**src/rtl/pipeline_hazard_pkg.sv**
```systemverilog
// pipeline_hazard_pkg: shadow-stage record, register-address defaults and the register-match helper
package pipeline_hazard_pkg;
  localparam int REG_AW_DEF = 5;
  localparam int REG_AW_MAX = 8;
  localparam logic [REG_AW_MAX-1:0] REG_ZERO = '0;
  typedef struct packed {
    logic [REG_AW_MAX-1:0] dest;
    logic                  regWr;
    logic                  load;
  } shadow_t;
  localparam shadow_t SHADOW_NOP = '0;
  // Register 0 never matches; a hit also needs a writer in that stage and a reader in ID
  function automatic logic regHit(shadow_t s, logic [REG_AW_MAX-1:0] rs, logic en);
    return en && rs != REG_ZERO && s.regWr && s.dest == rs;
  endfunction
endpackage

```
**src/rtl/hazard_shadow_stage.sv**
```systemverilog
// hazard_shadow_stage: one pipeline shadow register {dest, regWr, load}, cleared by active-low sync reset
module hazard_shadow_stage import pipeline_hazard_pkg::*; (
  input  logic    clk,
  input  logic    reset,
  input  shadow_t d,
  output shadow_t q
);
  always_ff @(posedge clk) q <= !reset ? SHADOW_NOP : d;
endmodule

```
**src/rtl/pipeline_hazard_ctrl.sv**
```systemverilog
// pipeline_hazard_ctrl: forwarding, load-use/branch stall and flush control for a 5-stage pipeline.
// Optional stall counter port stallCount is built when HAZARD_STALL_COUNT_EN is defined.
module pipeline_hazard_ctrl import pipeline_hazard_pkg::*; #(
  parameter int REG_AW   = REG_AW_DEF,
  parameter int STALL_CW = 16
) (
  input  logic              clk,
  input  logic              reset,
  input  logic [REG_AW-1:0] rS1,
  input  logic [REG_AW-1:0] rS2,
  input  logic [REG_AW-1:0] rW,
  input  logic              useRs1,
  input  logic              useRs2,
  input  logic              regWrId,
  input  logic              loadId,
  input  logic              storeId,
  input  logic              branchId,
  input  logic              branchCond,
  output logic              idFwdA,
  output logic              idFwdB,
  output logic [3:0]        exFwd,
  output logic              memWbMem,
  output logic              ifIdWr,
  output logic              bubble,
  output logic              flush
`ifdef HAZARD_STALL_COUNT_EN
  ,
  output logic [STALL_CW-1:0] stallCount
`endif
);
  if (REG_AW > REG_AW_MAX || REG_AW < 1 || STALL_CW < 1) begin : g_badCfg
    $error("pipeline_hazard_ctrl: unsupported REG_AW/STALL_CW");
  end
  // chain[0] is the ID record entering EX; chain[1..3] are the EX, MEM, WB shadows
  shadow_t chain [4];
  logic exM1, exM2, memM1, memM2, exLd, memLd, stall;
  assign chain[0] = bubble ? SHADOW_NOP : '{dest: REG_AW_MAX'(rW), regWr: regWrId, load: loadId};
  for (genvar i = 0; i < 3; i++) begin : g_stage
    hazard_shadow_stage u_stage (.clk(clk), .reset(reset), .d(chain[i]), .q(chain[i+1]));
  end
  always_comb begin
    exM1     = regHit(chain[1], REG_AW_MAX'(rS1), useRs1);
    exM2     = regHit(chain[1], REG_AW_MAX'(rS2), useRs2);
    memM1    = regHit(chain[2], REG_AW_MAX'(rS1), useRs1);
    memM2    = regHit(chain[2], REG_AW_MAX'(rS2), useRs2);
    exLd     = chain[1].load;
    memLd    = chain[2].load;
    stall    = reset && ((exLd && (exM1 || (exM2 && !storeId)))
                || (branchId && (exM1 || exM2 || (memLd && (memM1 || memM2)))));
    ifIdWr   = !stall;
    bubble   = stall;
    flush    = reset && branchId && branchCond && !stall;
    idFwdA   = reset && branchId && memM1 && !memLd;
    idFwdB   = reset && branchId && memM2 && !memLd;
    exFwd    = reset ? {!exM2 && memM2, !exM1 && memM1, exM2 && !exLd, exM1 && !exLd} : 4'b0;
    memWbMem = reset && storeId && exM2 && exLd && !stall;
  end
`ifdef HAZARD_STALL_COUNT_EN
  always_ff @(posedge clk)
    if (!reset) stallCount <= '0;
    else if (stall && stallCount != '1) stallCount <= stallCount + STALL_CW'(1);
`endif
endmodule

```
**config.mk**
```make
export PLATFORM = sky130hd
export DESIGN_NAME = pipeline_hazard_ctrl
export DESIGN_NICKNAME = d
export VERILOG_FILES = /design/src/rtl/pipeline_hazard_pkg.sv /design/src/rtl/hazard_shadow_stage.sv /design/src/rtl/pipeline_hazard_ctrl.sv
export SDC_FILE = /design/constraint.sdc
export NUM_CORES = 1
export LEC_CHECK = 0
export BUFFER_PORTS_ARGS = -buffer_cell sky130_fd_sc_hd__buf_2
export CORE_ASPECT_RATIO = 1.2
export CORE_MARGIN = 2
export CORE_UTILIZATION = 42
export CTS_CLUSTER_DIAMETER = 60
export CTS_CLUSTER_SIZE = 16
export DETAILED_ROUTE_END_ITERATION = 8
export HOLD_SLACK_MARGIN = 0.02
export MAX_ROUTING_LAYER = met4
export PLACE_DENSITY = 0.75
export SLEW_MARGIN = 40
export SYNTH_ARGS = -nofsm -noshare
export SYNTH_HDL_FRONTEND = slang
export SYNTH_SLANG_ARGS = --single-unit
```
**constraint.sdc**
```tcl
create_clock -name clk -period 1.8 [get_ports clk]
set_clock_uncertainty 0.1 [all_clocks]
set_input_delay 0.27 -clock clk [delete_from_list [all_inputs] [get_ports clk]]
set_output_delay 0.27 -clock clk [all_outputs]
set_load 0.01 [all_outputs]
```
==> flow_metrics.py <==
metrics = {
    "run_status": {
        "status": "finished, violations left",
        "violations": "negative setup slack",
    },
    "grt": {
        "overflow": 0,
        "gr-usage-met2_pct": 37.4,
        "antenna_found_initial": 0,
        "track_usage_pct": 21.9,
        "met1_usage_pct": 23.9,
        "grt_pass1_wl_mm": 3.69,
        "grt_busiest_layer": "met2",
        "grt_start_max_net_pins": 17,
        "grt_pass1_vias": 875,
        "use_met3_pct": 3.41,
    },
    "finish": {
        "drive_above_1_share_pct": 74.6,
        "seqCellArea_sq_um": 303,
        "largest_reg_flops": 14,
        "nFillCells": 113,
        "largest-register": "g_stage.u_stage.q",
        "syn_to_final_growth_pct": 74.3,
        "final_util_pct": 78.7,
        "n_antenna_cell": 0,
        "multi_input_area_sq_um": 721,
        "fin_area_sq_um": 1460,
        "nets": 167,
        "largest_registers": "g_stage.u_stage.q (14)",
    },
    "cts": {
        "cts.path.max_buffers": 2,
        "cts_tree": "built",
        "cts.clk_slew.worst_paths_ns": 0.07,
        "insertion_delay_ns": 0.26,
        "htreeDepth": 1,
        "cts_made_buffers": 3,
        "root_buffer": "clkbuf_4",
        "cts_hold_buf": 0,
        "cts_sinks": 14,
    },
    "floorplan": {
        "ios": 34,
        "chipWidth_microns": 44.7,
        "core_area_sq_um": 1850,
        "initial_core_util_pct": 45.2,
        "dieArea_sq_um": 2360,
        "fp-row-count": 17,
        "die_height_microns": 52.9,
    },
    "timing": {
        "fmaxAchievable_mhz": 433,
        "drv_slew": 0,
        "slew_headroom_pct": 74.0,
        "whs_ns": 0.107,
        "min_period_ns": 2.31,
        "rsz0062_at_grt": "yes",
        "hold_viol_final": 0,
        "tightest_slew_ns": 0.387,
        "final-setup-viol-count": 17,
        "tns_ns": -4.84,
        "fin_crit_sh_pct": 128,
        "finalWorstSetupSlack_ns": -0.511,
    },
    "worst_setup_path": {
        "ff2ff_path_depth": 9,
        "r2r_end": "g_stage[0].u_stage.q[4]",
        "cp.required_ns": 1.43,
        "end_kind": "output pin",
        "worstReg2RegStart": "g_stage[0].u_stage.q[2]",
        "crit_fanout": 3,
        "regToRegSetupSlack_ns": -0.23,
        "path_class": "primary input to output pin",
        "start_kind": "primary input",
        "arrival_ns": 1.94,
    },
    "placement": {
        "placed_cell_area_sq_um": 1160,
        "hpwl_mm": 1.76,
        "gp_congestion": 0.755,
        "io_buffers": 33,
    },
    "routing": {
        "post-route-drc-count": 0,
        "vias_per_cell": 5.48,
        "first_pass_iters": 4,
        "first_iter_violations": 6,
        "wl_mm": 2.80,
        "vias": 882,
        "wl_per_cell_microns": 17.4,
        "antenna_left": 0,
    },
    "pwr": {
        "vdd_drop_max_mv": 0.413,
        "power_leakage_nw": 0.670,
        "p_per_area_nw_per_um2": 543,
        "power_mw": 0.791,
    },
    "logic_synthesis": {
        "synth_area_leaders": "dfxtp_1, xnor2_1, xor2_1, nor2b_2, and2_1",
        "synthTopCellsByCount": "dfxtp_1, xnor2_1, xor2_1",
        "synth_edf_count": 0,
        "ys.flop_type": "dfxtp_1",
        "ys_warn_count": 0,
        "synth_most_common_cell": "dfxtp_1",
        "async_flop_share_pct": 0,
        "synth_top_area_share_pct": 33.5,
        "yosysTopAreaCell": "dfxtp_1",
        "syn_inst": 85,
        "syn_area_per_cell_sq_um": 9.83,
        "synth_area_sq_um": 836,
        "yosys_register_bits": 14,
        "ys_types": 29,
        "ys_seq_area_share_pct": 33.5,
        "syn-num-nets": 109,
    },
    "worst_hold_path": {
        "min-delay-start": "rW[1]",
        "min_path_cells": 2,
        "hp-class": "primary input to flop",
        "hold_end": "g_stage[0].u_stage.q[3]",
    },
    "flow_run": {
        "cap_violations": 0,
    },
}
## through the flow
step | setup WS (ns) | instances
2_1_floorplan | -0.122 | 85
3_3_place_gp | -0.385 | 152
3_5_place_dp | -0.421 | 152
4_1_cts | -0.487 | 160
5_1_grt | -0.557 | 161
6_report | -0.511 | 161
## worst max-delay path by stage
| stage | startpoint | to | depth (start not counted) |
|---|---|---|---|
| CTS | g_stage[0].u_stage.q[3] | bubble | 7 |
| global route | g_stage[0].u_stage.q[6] | bubble | 6 |
| detailed placement | rS1[4] | bubble | 8 |
| floorplan | rS2[1] | bubble | 6 |
| global placement | rS1[4] | bubble | 7 |
| finish | rS1[0] | bubble | 8 |
## kinds of logic after synthesis
| logic type | share of synthesized area [%] |
|---|---|
| compound gates | 7.19 |
| flops | 33.5 |
| xor+xnor | 21.0 |
| simple gates | 36.5 |
| buf+inv | 1.80 |
## cell type report
| cell class | count | area share, % |
|---|---|---|
| inverter | 3 | 0.773 |
| timing repair buffer | 54 | 24.8 |
| clock buffer | 4 | 2.49 |
| sequential | 14 | 20.8 |
| tap | 19 | 1.63 |
| multi-input combinational | 67 | 49.5 |
## power by group
group	total (mW)	switching, mW	internal [mW]
Clock	0.210	0.0875	0.123
Combinational	0.226	0.104	0.122
Sequential	0.355	0.0261	0.329
## layer usage
layer | share of wire [%] | vias to the layer above
met2 | 54 | 38
met5 | 0 | -
met1 | 35 | 418
met3 | 5.1 | 18
li1 | - | 408
met4 | 5.9 | 0
## placed cells by master, fill, tap and decap left out, drive strengths merged, types with 3 or more instances in the layout
cell    instances
buf            54
dfxtp          14
xnor2          12
xor2            8
nor2b           7
and2            7
nand2           5
clkbuf          4
nor4            3
nor2            3
o21ai           3
inv             3
## repair_timing
item | in CTS | in global routing
setup endpoints to repair | 17 | 17
buffers inserted | 5 | 1
pin swaps | 11 | 18
gates resized for setup | 15 | 30
## critical path, cell delays in order
cell and delay (ns):
buf_2 0.11, or4_4 0.56, o21ai_4 0.21, nor3_2 0.08, o21ai_2 0.20, nand3_1 0.15, and3b_2 0.23, buf_6 0.12
No activity file was read; power rests on OpenSTA's default activity.
